===== src/rtl/sigmoid_coef_bank.sv =====
// Writable coefficient bank for the piecewise Maclaurin sigmoid unit.
// Two-stage registered read pipeline (request, output) with valid/ready backpressure.
module sigmoid_coef_bank #(
  parameter int DATA_W   = 16,
  parameter int SEG_BITS = 3,
  parameter int NTERM    = 4
) (
  input  logic                      clk,
  input  logic                      rst,
  input  logic                      rd_valid,
  output logic                      rd_ready,
  input  logic [SEG_BITS-1:0]       rd_seg,
  output logic                      out_valid,
  input  logic                      out_ready,
  output logic [NTERM*DATA_W-1:0]   coef_out,
  output logic [SEG_BITS-1:0]       out_seg,
  input  logic                      wr_en,
  input  logic [SEG_BITS-1:0]       wr_seg,
  input  logic [2:0]                wr_term,
  input  logic [DATA_W-1:0]         wr_data,
  output logic                      wr_err
);

  localparam int          NSEG = 1 << SEG_BITS;
  localparam int unsigned NT   = NTERM;

  logic [DATA_W-1:0]       r_mem [NSEG][NTERM];
  logic                    r_wr_err;
  logic                    r_s1_valid;
  logic [SEG_BITS-1:0]     r_s1_seg;
  logic                    r_out_valid;
  logic [SEG_BITS-1:0]     r_out_seg;
  logic [NTERM*DATA_W-1:0] r_coef;
  logic [NTERM*DATA_W-1:0] w_rd_word;
  logic                    w_stall;
  logic                    w_term_ok;

  // Term-1 reset values; narrower table is zero-extended for wide DATA_W.
  function automatic logic [DATA_W-1:0] f_term1_default(input int unsigned seg);
    logic [15:0] v;
    case (seg)
      0:       v = 16'h0200;
      1:       v = 16'h0345;
      2:       v = 16'h03B2;
      3:       v = 16'h03E1;
      4, 5:    v = 16'h03F9;
      default: v = 16'h0400;
    endcase
    return DATA_W'(v);
  endfunction

  assign w_stall   = r_out_valid & ~out_ready;
  assign w_term_ok = ({29'b0, wr_term} < NT);

  always_ff @(posedge clk or posedge rst) begin
    if (rst) begin
      for (int unsigned s = 0; s < NSEG; s++) begin
        for (int unsigned t = 0; t < NT; t++) begin
          r_mem[s][t] <= (t == 1) ? f_term1_default(s) : '0;
        end
      end
      r_wr_err <= 1'b0;
    end else if (wr_en) begin
      if (w_term_ok) begin
        for (int unsigned t = 0; t < NT; t++) begin
          if (wr_term == 3'(t)) r_mem[wr_seg][t] <= wr_data;
        end
      end else begin
        r_wr_err <= 1'b1;
      end
    end
  end

  // Pre-edge array contents, so a same-edge write is not seen by this transfer.
  always_comb begin
    w_rd_word = '0;
    for (int unsigned k = 0; k < NT; k++) begin
      w_rd_word[k*DATA_W +: DATA_W] = r_mem[r_s1_seg][k];
    end
  end

  always_ff @(posedge clk or posedge rst) begin
    if (rst) begin
      r_s1_valid  <= 1'b0;
      r_s1_seg    <= '0;
      r_out_valid <= 1'b0;
      r_out_seg   <= '0;
      r_coef      <= '0;
    end else if (!w_stall) begin
      r_s1_valid  <= rd_valid;
      r_s1_seg    <= rd_seg;
      r_out_valid <= r_s1_valid;
      if (r_s1_valid) begin
        r_out_seg <= r_s1_seg;
        r_coef    <= w_rd_word;
      end
    end
  end

  assign rd_ready  = ~w_stall;
  assign out_valid = r_out_valid;
  assign out_seg   = r_out_seg;
  assign coef_out  = r_coef;
  assign wr_err    = r_wr_err;

endmodule


===== config.mk =====
export PLATFORM = sky130hd
export DESIGN_NAME = sigmoid_coef_bank
export DESIGN_NICKNAME = d
export VERILOG_FILES = /design/src/rtl/sigmoid_coef_bank.sv
export SDC_FILE = /design/constraint.sdc
export NUM_CORES = 1
export LEC_CHECK = 0
export ABC_AREA = 0
export CAP_MARGIN = 40
export CORE_AREA = 5 5 248 250
export CTS_BUF_LIST = sky130_fd_sc_hd__clkbuf_16
export DETAILED_ROUTE_END_ITERATION = 6
export DIE_AREA = 0 0 253 255
export HOLD_SLACK_MARGIN = 0.15
export PLACE_DENSITY_LB_ADDON = 0.15
export SYNTH_ARGS = -nofsm -noshare
export SYNTH_HDL_FRONTEND = slang
export SYNTH_SLANG_ARGS = --single-unit

===== constraint.sdc =====
create_clock -name clk -period 27.1 [get_ports clk]
set_clock_uncertainty 0.05 [all_clocks]
set_input_delay 2.71 -clock clk [delete_from_list [all_inputs] [get_ports clk]]
set_output_delay 2.71 -clock clk [all_outputs]
set_load 0.05 [all_outputs]

; Word level (Yosys, flattened, before mapping)
; Index checks and enable logic that the tools add are counted.
[classes]
bitwise_logic = 6
reduce_logical = 5
n_lt_le_gt_ge = 4
mux = 25
eq_ne = 3
[op_table]
columns = operator, n
row1 = two-way mux 512 bit, 10
row2 = bitwise mux 512 bit, 4
row3 = demux 64 bit (select 3 bit), 4
row4 = binary-select mux 64 bit (select 3 bit), 1
row5 = two-way mux 64 bit, 3
row6 = two-way mux 48 bit, 1
row7 = two-way mux 32 bit, 1
row8 = two-way mux 16 bit, 1
row9 = >= comparator 4 bit (second input constant), 2
row10 = inverter 3 -> 4 bit, 2
row11 = equality test 3 x 2 -> 1 bit (second input constant), 2
row12 = AND reduction 2 bit, 3
row13 = < comparator 4 x 1 -> 1 bit (second input constant), 1
row14 = equality test 3 x 1 -> 1 bit (second input constant), 1
row15 = logical NOT 3 bit, 1
row16 = < comparator 3 bit (second input constant), 1
row17 = inverter 1 bit, 3
row18 = AND 1 bit, 1
row19 = logical AND 1 bit, 1
[word_totals]
wordCells = 81
ff_bits = 585
out_inout_bits = 70

; Logic depth before layout (Yosys ltp)
; Gate-level depths: netlist of run 1.
[logic_depth]
ltp_word = 19
ltp_mapped = 6

; Worst setup path before layout of run 1
; Ideal clock, no wire load.
[synth_timing]
path_type = input to output
from = in out_ready
to = out rd_ready
arrival_time_ns = 3.285
required_time_ns = 24.340
path_buffers = 0
stages = 2
setup_slack_ns = 21.055
path_cell_list = nor2b_1 > clkinv_1
[synth_between]
elab_chain_cells = 3
[synth_lines]
columns = item, line_no
row1 = start: declaration, 14  ; input logic out_ready,
row2 = inverter 1 bit, 52  ; assign w_stall = r_out_valid & ~out_ready;
row3 = AND 1 bit, 52
row4 = inverter 1 bit (no line), n/a
row5 = end: declaration, 11  ; output logic rd_ready,
; Every way passes these cells.

; Worst setup path in the final report of run 1
; Same ends and word-level chain as after synthesis.

==> results of run 1 <==
## through the flow
step,worst slack [ps],hold slack [ps],utilization [%]
global route,19530,435,51.2
global placement,18940,390,47.3
CTS,19600,412,51.2
floorplan,8030,402,-
finish,19590,409,51.2
detailed placement,19600,398,48.2
## cells by family after synthesis
logic type	count (synthesis)
muxes	774
DFF	585
and+or+nand+nor	58
buffers and inverters	169
AOI/OAI and AO/OA	258
## final cells by class
type	count	area, µm²	share of cell area (%)
flip-flops and latches	585	14700	48.8
multi-input cells	1090	10800	36.0
clock inverters	52	221	0.735
inverters	3	20.0	0.0665
well taps	773	967	3.21
repair buffers	161	1810	6.01
clock buffers	63	1580	5.23
## worst min path at each step
| stage | slack, ps | to | depth (start not counted) |
|---|---|---|---|
| final | 410 | wr_err$_DFFE_PP0P_ | 1 |
| after global routing | 430 | wr_err$_DFFE_PP0P_ | 1 |
| after CTS | 410 | wr_err$_DFFE_PP0P_ | 1 |
| after detailed placement | 400 | wr_err$_DFFE_PP0P_ | 1 |
| after global placement | 390 | wr_err$_DFFE_PP0P_ | 1 |
| after floorplan | 400 | r_mem[113]$_DFFE_PP0P_ | 1 |
## layout by cell type (no fill, tap or decap), types with 12 or more instances in the layout
master,Yosys,routed
mux2i_1,128,128
dfstp_2,36,36
o31ai_1,64,64
mux2_2,605,605
mux2_1,41,41
clkinv_1,1,19
a22o_1,64,64
nand2_2,12,13
o21ai_0,65,65
clkbuf_16,0,63
inv_1,2,18
clkinv_2,0,15
nor2_2,12,12
clkdlybuf4s50_1,0,99
buf_4,6,40
buf_16,0,15
o22ai_1,64,64
dfrtp_1,549,548
## power groups by stage
stage | clock network, mW | registers (mW) | logic (mW)
global placement | 0 | 1.11 | 0.536
floorplan | 0 | 1.20 | 0.278
global route | 0.809 | 1.11 | 0.594
detailed placement | 0 | 1.11 | 0.559
finish | 0.756 | 1.10 | 0.554
CTS | 0.778 | 1.10 | 0.560
## state kept, by name, summed over array words and instances (netlist names)
signal and flops:
out_seg 3, r_s1_seg 3, r_mem 512, out_valid 1, wr_err 1, r_s1_valid 1
coef_out 64
## routing by layer
metal  global-route usage [%]  share of wire (%)  vias up
li1                         -                  -     6908
met1                     29.5                 45     8443
met2                     35.4                 49      287
met3                     3.56                4.0      101
met4                     5.21                2.3        0
met5                        0                  0        -
==> summary.txt, run 1 <==
Status: finished, final reports clean
Placeable Area: 58,800 µm²
Area leader, netlist: dfrtp_1
Number of H-tree levels: 2
Root buf cell: clkbuf_16
Peak VDD IR: 51.0 µV
Worst slew pin tran: 878 ps
Avg Inst Size Synth: 14.2 µm²
Mapped Cells: 1,844
RR Endpoint: coef_out[55]$_DFFE_PP0P_
Min-delay src: wr_err$_DFFE_PP0P_
Commonest register cell after synthesis: dfrtp_1
N_diodes: 0
Post-CTS Resized: 0
Async S/R FF share, synth: 100%
Hold Crit Class: reg -> reg
Cells on worst reg2reg path: 5
Layout fillers: 5,061
Site Rows: 89
Cells after DPL: 2,612
R2r setup slk: 23,630 ps
DIE WIDTH: 253 µm
Synthesized Nets: 1,874
#FFs+latches synth: 585
Final min period: 7510 ps
Nets: 1,932
Post-synthesis adder-cell area fraction: 0%
Clock power frac: 31.4%
Hold Buf Count CTS: 0
Pleak: 14.2 nW
Final setup viols: 0
Critical Path Start: out_ready
Critical Path Max Stage Delay: 800 ps
Tcrit/Tclk final: 27.7%
CTS clock-pin slew for the worst setup and hold paths: 60 ps
WL/cell: 25.1 µm
Final Power: 2.41 mW
Starting Density: 44.7%
Mux contribution to synthesized area: 32.6%
Post-DR vias/cell: 5.77
Unrepaired setup endpoints after global routing: no
# clock sinks: 585
Slew headroom: 41.5%
Seq/Total Area, Yosys: 55.9%
Max cap viols: 0
Top Ports: 100
DR vias: 15,700
WP data arrival: 4750 ps
CP most frequent cell: clkdlybuf4s50_1
GRT Overall Usage: 21.3%
Buf/Inv on CP: 4
Iter 0 DRT Violations: 675
Int Pwr: 1.67 mW
Fraction of the mapped netlist area in simple logic gates: 1.80%
Family with the most delay on the worst path: buffers and inverters
Crit Path Class: in -> out
Synth Area in Compound Gates: 6.76%
Port bufs: 99
WP depth: 5
Largest net degree at the start of global routing: 117
Slowest library cell on the worst path: clkdlybuf4s50_1
Vias in the first global route: 17,000
Psw: 0.737 mW
Comb pwr share: 23.0%
Initial antenna violation count: 0
CTS max path bufs: 3
CTS Buf Count: 61
Post-synth top area share: 52.3%
Share of layout cells above drive strength 1: 42.4%
GRT overflow: 0
Worst Setup EP: rd_ready
Gpl congestion: 0.729
Post-DP HPWL: 39.5 mm
Post-CTS Setup Inserts: 0
Crit-path cells: clkdlybuf4s50_1 > nor2b_4 > buf_4 > clkinv_1 > clkdlybuf4s50_1
Layout area overhead: 14.7%
Achievable Freq: 0.133 GHz
Pwr dens: 80.0 nW/µm²
Startpoint Class: input pin
Post-Layout Cell Count: 2,727
Post-synthesis cell type count: 35
Post-Syn Area: 26,300 µm²
Main combinational cell family by area after synthesis: multiplexers
Max FO, Critical Path: 20
Top cells by instance count after synthesis: mux2_2 (605), dfrtp_1 (549), mux2i_1 (128)
YS warnings: 0
Global-route wire length before repair: 106 mm
Post-synth EDFFs: 0
Synth Area in XOR/XNOR: 0%
CTS tree: done
Clk Latency, worst-skew pair: 620 ps
Worst EP required: 24,340 ps
DRC errors left: 0
Switching share of power: 30.6%
Final wirelength: 68.5 mm
Slew Limit Fails: 0
Placed cell area: 28,300 µm²
Die H: 255 µm
Setup_tns: 0 ps
Top cells by area, synth: dfrtp_1 (52%), mux2_2 (26%), mux2i_1 (4.9%), dfstp_2 (3.6%), a22o_1 (2.1%)
Sequential share of power: 45.6%
Drt pass-1 iters: 5
RR Startpoint: r_s1_seg[1]$_DFFE_PP0N_
Top-count cell post-synth: mux2_2
Final-report hold violation count: 0
Post-DRT Antenna Nets: 0
Layout Cell Area excl Fill: 30,100 µm²
Die Area: 64,500 µm²
CP endpoint kind: primary output
Power figures use the tool's default switching activity.
==> run 2: changes to the inputs <==
clock period = 7.65 ns   (was 27.1 ns; I/O delays follow)
==> summary.txt, run 2 (synthesis gave the netlist of run 1 again) <==
Status: finished, final reports clean (unchanged)
WL/cell: 24.8 µm (was 25.1 µm)
# clock sinks: 585 (unchanged)
Global-route wire length before repair: 104 mm (was 106 mm)
Max FO, Critical Path: 28 (was 20)
Met3 Use GR: 3.24% (was 3.56%)
Critical Path Max Stage Delay: 800 ps (about the same)
Cells on worst reg2reg path: 6 (was 5)
Hold Buf Count CTS: 0 (unchanged)
Largest register FFs: 512 (unchanged)
Final hold slack: 404 ps (was 409 ps)
Multi-input gate area: 10,800 µm² (unchanged)
CP endpoint kind: primary output (unchanged)
Met2 Use GR: 34.5% (was 35.4%)
Root buf cell: clkbuf_16 (unchanged)
Iter 0 DRT Violations: 840 (was 675)
Post-place setup slack: 3970 ps (was 19,600 ps)
Largest reg by FF count: r_mem (unchanged)
Post-DP HPWL: 38.5 mm (was 39.5 mm)
Pleak: 14.2 nW (about the same)
RR Endpoint: out_seg[1]$_DFFE_PP0P_ (was coef_out[55]$_DFFE_PP0P_)
Switching share of power: 29.8% (was 30.6%)
Port bufs: 99 (unchanged)
Grt peak-use layer: met2 (unchanged)
Final min period: 3710 ps
Die H: 255 µm (unchanged)
Drt pass-1 iters: 5 (unchanged)
Hold Crit Class: reg -> reg (unchanged)
Final wirelength: 67.5 mm (was 68.5 mm)
RR Startpoint: out_valid$_DFFE_PP0N_ (was r_s1_seg[1]$_DFFE_PP0N_)
Critical Path Start: out_ready (unchanged)
Final worst slack: 3940 ps (was 19,590 ps)
Vias in the first global route: 16,900 (was 17,000)
Post-DR vias/cell: 5.79 (was 5.77)
GRT overflow: 0 (unchanged)
Achievable Freq: 0.270 GHz
Worst EP required: 6840 ps (was 24,340 ps)
Clock power frac: 33.6% (was 31.4%)
Unrepaired setup endpoints after global routing: no (unchanged)
Pwr dens: 291 nW/µm² (was 80.0 nW/µm²)
Slew headroom: 44.3% (was 41.5%)
Family with the most delay on the worst path: buffers and inverters (unchanged)
Startpoint Class: input pin (unchanged)
Final-report hold violation count: 0 (unchanged)
Post-DRT Antenna Nets: 0 (unchanged)
CP most frequent cell: clkdlybuf4s50_1 (unchanged)
Cells after DPL: 2,605 (was 2,612)
Crit-path cells: clkdlybuf4s50_1 > nor2b_4 > buf_4 > clkinv_1 > clkdlybuf4s50_1 (unchanged)
Starting Density: 44.7% (unchanged)
DR vias: 15,800 (was 15,700)
Gpl congestion: 0.725 (was 0.729)
R2r setup slk: 4970 ps (was 23,630 ps)
Share of layout cells above drive strength 1: 42.4% (about the same)
Max cap viols: 0 (unchanged)
CTS clock-pin slew for the worst setup and hold paths: 60 ps (about the same)
Tcrit/Tclk final: 48.4%
Most frequent cells in the layout: mux2_2 (605), dfrtp_1 (548), mux2i_1 (128) (unchanged)
Post-CTS Setup Inserts: 0 (unchanged)
Placeable Area: 58,800 µm² (unchanged)
Comb pwr share: 22.1% (was 23.0%)
Psw: 2.62 mW (was 0.737 mW)
Nets: 1,931 (was 1,932)
Slew Limit Fails: 0 (unchanged)
CTS tree: done (unchanged)
CTS Buf Count: 67 (was 61)
CTS max path bufs: 3 (unchanged)
Worst slew pin tran: 836 ps (was 878 ps)
Largest net degree at the start of global routing: 147 (was 117)
DIE WIDTH: 253 µm (unchanged)
Slowest library cell on the worst path: clkdlybuf4s50_1 (unchanged)
Post-CTS Resized: 0 (unchanged)
Layout area overhead: 15.0% (was 14.7%)
Sequential share of power: 44.3% (was 45.6%)
Most common cell after layout, fill and taps aside: mux2_2 (unchanged)
Worst Setup EP: rd_ready (unchanged)
Site Rows: 89 (unchanged)
Top Ports: 100 (unchanged)
Post-Layout Cell Count: 2,720 (was 2,727)
Die Area: 64,500 µm² (unchanged)
Int Pwr: 6.17 mW (was 1.67 mW)
GRT Overall Usage: 21.0% (was 21.3%)
WP depth: 5 (unchanged)
Buf/Inv on CP: 4 (unchanged)
Layout fillers: 5,016 (was 5,061)
Peak VDD IR: 200 µV (was 51.0 µV)
DRC errors left: 0 (unchanged)
WP data arrival: 2890 ps (was 4750 ps)
Clk Latency, worst-skew pair: 590 ps (was 620 ps)
Seq. cell area: 14,700 µm² (unchanged)
Initial antenna violation count: 0 (unchanged)
GR Util met1: 29.0% (was 29.5%)
Crit Path Class: in -> out (unchanged)
Final setup viols: 0 (unchanged)
Number of H-tree levels: 3 (was 2)
## run 2: cell count changes in the layout (fill, tap and decap cells not counted), sizes merged
cell | before | now
inv | 20 | 19
diode | 0 | 2
clkinv | 34 | 22
clkbuf | 63 | 71
buf | 62 | 55
bufinv | 0 | 2
clkinvlp | 1 | 2
## run 2: how the worst min path moves through the flow
stage	startpoint	end	slack (ps)	depth (start not counted)
final	wr_err$_DFFE_PP0P_	wr_err$_DFFE_PP0P_	400	1
after global routing	r_mem[182]$_DFFE_PP0P_	r_mem[182]$_DFFE_PP0P_	440	1
after CTS	wr_err$_DFFE_PP0P_	wr_err$_DFFE_PP0P_	410	1
after detailed placement	wr_err$_DFFE_PP0P_	wr_err$_DFFE_PP0P_	390	1
after global placement	wr_err$_DFFE_PP0P_	wr_err$_DFFE_PP0P_	390	1
after floorplan	r_mem[113]$_DFFE_PP0P_	r_mem[113]$_DFFE_PP0P_	400	1
## run 2: per-stage QoR
stage	power [mW]	TNS (ps)	utilization (%)	instance area (µm²)
detailed placement	5.90	0	47.9	28200
global route	9.19	0	51.4	30200
finish	8.79	0	51.4	30200
global placement	5.81	0	47.4	27800
CTS	8.89	0	51.4	30200
floorplan	5.23	-608850	-	26300
## run 2: final cells by class
| cell class | instances | area share [%] |
|---|---|---|
| sequential | 585 | 48.6 |
| multi-input combinational | 1090 | 35.9 |
| clock buffer | 71 | 5.88 |
| timing repair buffer | 154 | 5.57 |
| tap | 773 | 3.20 |
| clock inverter | 42 | 0.754 |
| inverter | 3 | 0.0539 |
| antenna | 2 | 0.0166 |
## run 2: worst reg2reg max path: cells and delay by family (launching register included)
family	cells	cell delay [ps]
buf+inv	3	1090
flops	1	350
mux	1	390
simple gates	2	680
## run 2: per-layer routing
| layer | wire, µm | part of all wire (%) | vias up |
|---|---|---|---|
| li1 | - | - | 6905 |
| met1 | 30800 | 46 | 8483 |
| met2 | 32700 | 48 | 274 |
| met3 | 2320 | 3.4 | 96 |
| met4 | 1640 | 2.4 | 0 |
| met5 | 0 | 0 | - |
## run 2: power groups by stage
stage | clock [mW] | sequential (mW) | combinational (mW)
floorplan | 0 | 4.24 | 0.986
global placement | 0 | 3.92 | 1.89
detailed placement | 0 | 3.95 | 1.96
CTS | 3.04 | 3.90 | 1.96
global route | 3.17 | 3.95 | 2.08
finish | 2.95 | 3.89 | 1.94
==> run 3: changes to the inputs <==
clock period = 3.58 ns   (was 7.65 ns; I/O delays follow)
==> summary.txt, run 3 (synthesis gave the netlist of run 1 again) <==
WL/cell: 24.7 µm (was 24.8 µm)
Post-DR vias/cell: 5.77 (was 5.79)
# clock sinks: 585 (unchanged)
Port bufs: 99 (unchanged)
Share of layout cells above drive strength 1: 42.6% (was 42.4%)
Post-DRT Antenna Nets: 0 (unchanged)
Iter 0 DRT Violations: 930 (was 840)
Worst EP required: 3170 ps (was 6840 ps)
Largest net degree at the start of global routing: 100 (was 147)
Setup_tns: 0 ps (unchanged)
Largest reg by FF count: r_mem (unchanged)
Post-DP HPWL: 39.9 mm (was 38.5 mm)
GRT Overall Usage: 21.0% (about the same)
Global-route wire length before repair: 105 mm (was 104 mm)
Final setup viols: 0 (unchanged)
Max cap viols: 0 (unchanged)
Layout area overhead: 15.3% (was 15.0%)
Unrepaired setup endpoints after global routing: no (unchanged)
Final min period: 2630 ps
Tcrit/Tclk final: 73.5%
Startpoint Class: flop (was input pin)
WP data arrival: 2220 ps (was 2890 ps)
Root buf cell: clkbuf_16 (unchanged)
Clk Latency, worst-skew pair: 580 ps (was 590 ps)
Gpl congestion: 0.750 (was 0.725)
DR vias: 15,800 (about the same)
Vias in the first global route: 17,100 (was 16,900)
Starting Density: 44.7% (unchanged)
Crit Path Class: reg -> out (was in -> out)
Achievable Freq: 0.380 GHz
Slew headroom: 47.4% (was 44.3%)
Site Rows: 89 (unchanged)
Final wirelength: 67.6 mm (was 67.5 mm)
Top Ports: 100 (unchanged)
Drt pass-1 iters: 5 (unchanged)
Final-report hold violation count: 0 (unchanged)
CTS tree: done (unchanged)
Post-CTS Resized: 0 (unchanged)
Final Power: 18.7 mW (was 8.79 mW)
CP endpoint kind: primary output (unchanged)
Pwr dens: 617 nW/µm² (was 291 nW/µm²)
Die Area: 64,500 µm² (unchanged)
CTS clock-pin slew for the worst setup and hold paths: 60 ps (about the same)
Most frequent cells in the layout: mux2_2 (605), dfrtp_1 (548), mux2i_1 (128) (unchanged)
Most common cell after layout, fill and taps aside: mux2_2 (unchanged)
Worst slew pin tran: 790 ps (was 836 ps)
Placeable Area: 58,800 µm² (unchanged)
GRT overflow: 0 (unchanged)
Post-CTS Setup Inserts: 0 (unchanged)
Status: finished, final reports clean (unchanged)
Largest register FFs: 512 (unchanged)
Peak VDD IR: 353 µV (was 200 µV)
DRC errors left: 0 (unchanged)
Number of H-tree levels: 3 (unchanged)
Pleak: 14.3 nW (was 14.2 nW)
Max FO, Critical Path: 8 (was 28)
Slew Limit Fails: 0 (unchanged)
Die H: 255 µm (unchanged)
Hold Crit Class: in -> async (was reg -> reg)
Hold Buf Count CTS: 0 (unchanged)
CTS max path bufs: 3 (unchanged)
Initial antenna violation count: 2 (was 0)
Final worst slack: 947 ps (was 3940 ps)
Nets: 1,942 (was 1,931)
CTS Buf Count: 66 (was 67)
DIE WIDTH: 253 µm (unchanged)
Post-place setup slack: 754 ps (was 3970 ps)
-- run 3: cell types whose count changed in the layout (fill, tap and decap cells not counted), sizes merged --
| cell | change |
|---|---|
| bufinv | -2 |
| clkdlybuf4s50 | -1 |
| buf | +13 |
| clkinvlp | -1 |
| diode | -1 |
| clkinv | -2 |
| inv | +10 |
-- run 3: final cells by class --
class | count | area [µm²]
Sequential cell | 585 | 14700
Tap cell | 773 | 967
Fill cell | 4939 | 28500
Timing Repair Buffer | 166 | 1790
Clock buffer | 71 | 1780
Antenna cell | 1 | 2.50
Inverter | 3 | 16.3
Clock inverter | 47 | 195
Multi-Input combinational cell | 1090 | 10800
-- run 3: where the power goes --
part | switching [mW] | leakage (nW) | total, mW | internal [mW]
logic | 2.38 | 5.61 | 4.20 | 1.82
clock network | 2.64 | 1.08 | 6.19 | 3.55
registers | 0.609 | 7.62 | 8.29 | 7.68
-- run 3: worst max-delay path, stage by stage, from the launching register on --
cell and delay [ps]:
dfrtp_1 350, nor2b_4 150, clkinv_1 320, clkdlybuf4s50_1 820
-- run 3: layer usage --
| layer | wire length (µm) | global-route usage, % |
|---|---|---|
| met3 | 2280 | 3.30 |
| met2 | 32800 | 34.8 |
| met4 | 1860 | 6.85 |
| met1 | 30600 | 28.7 |
| met5 | 11 | 0 |
-- run 3: metrics by stage --
stage | util, % | instance area, µm² | std cells | hold WS (ps)
5_1_grt | 51.5 | 30300 | 2735 | 229
3_5_place_dp | 48.1 | 28300 | 2617 | 413
6_report | 51.5 | 30300 | 2736 | 201
2_1_floorplan | - | 26300 | 1844 | 402
4_1_cts | 51.5 | 30300 | 2735 | 184
3_3_place_gp | 47.9 | 28100 | 2608 | 392
-- run 3: final timing paths --
check / to / slack (ps) / from / depth (start not counted)
setup / recovery: rd_ready / 950 / out_valid$_DFFE_PP0N_ / 3
hold / removal: r_mem[409]$_DFFE_PP0P_ / 200 / rst / 2
setup reg to reg: coef_out[2]$_DFFE_PP0P_ / 1340 / r_s1_seg[1]$_DFFE_PP0N_ / 4
hold reg to reg: wr_err$_DFFE_PP0P_ / 420 / wr_err$_DFFE_PP0P_ / 1
max in group asynchronous: r_mem[163]$_DFFE_PP1P_ / 2170 / rst / 4
min in group clk: r_s1_valid$_DFFE_PP0N_ / 310 / rd_valid / 3
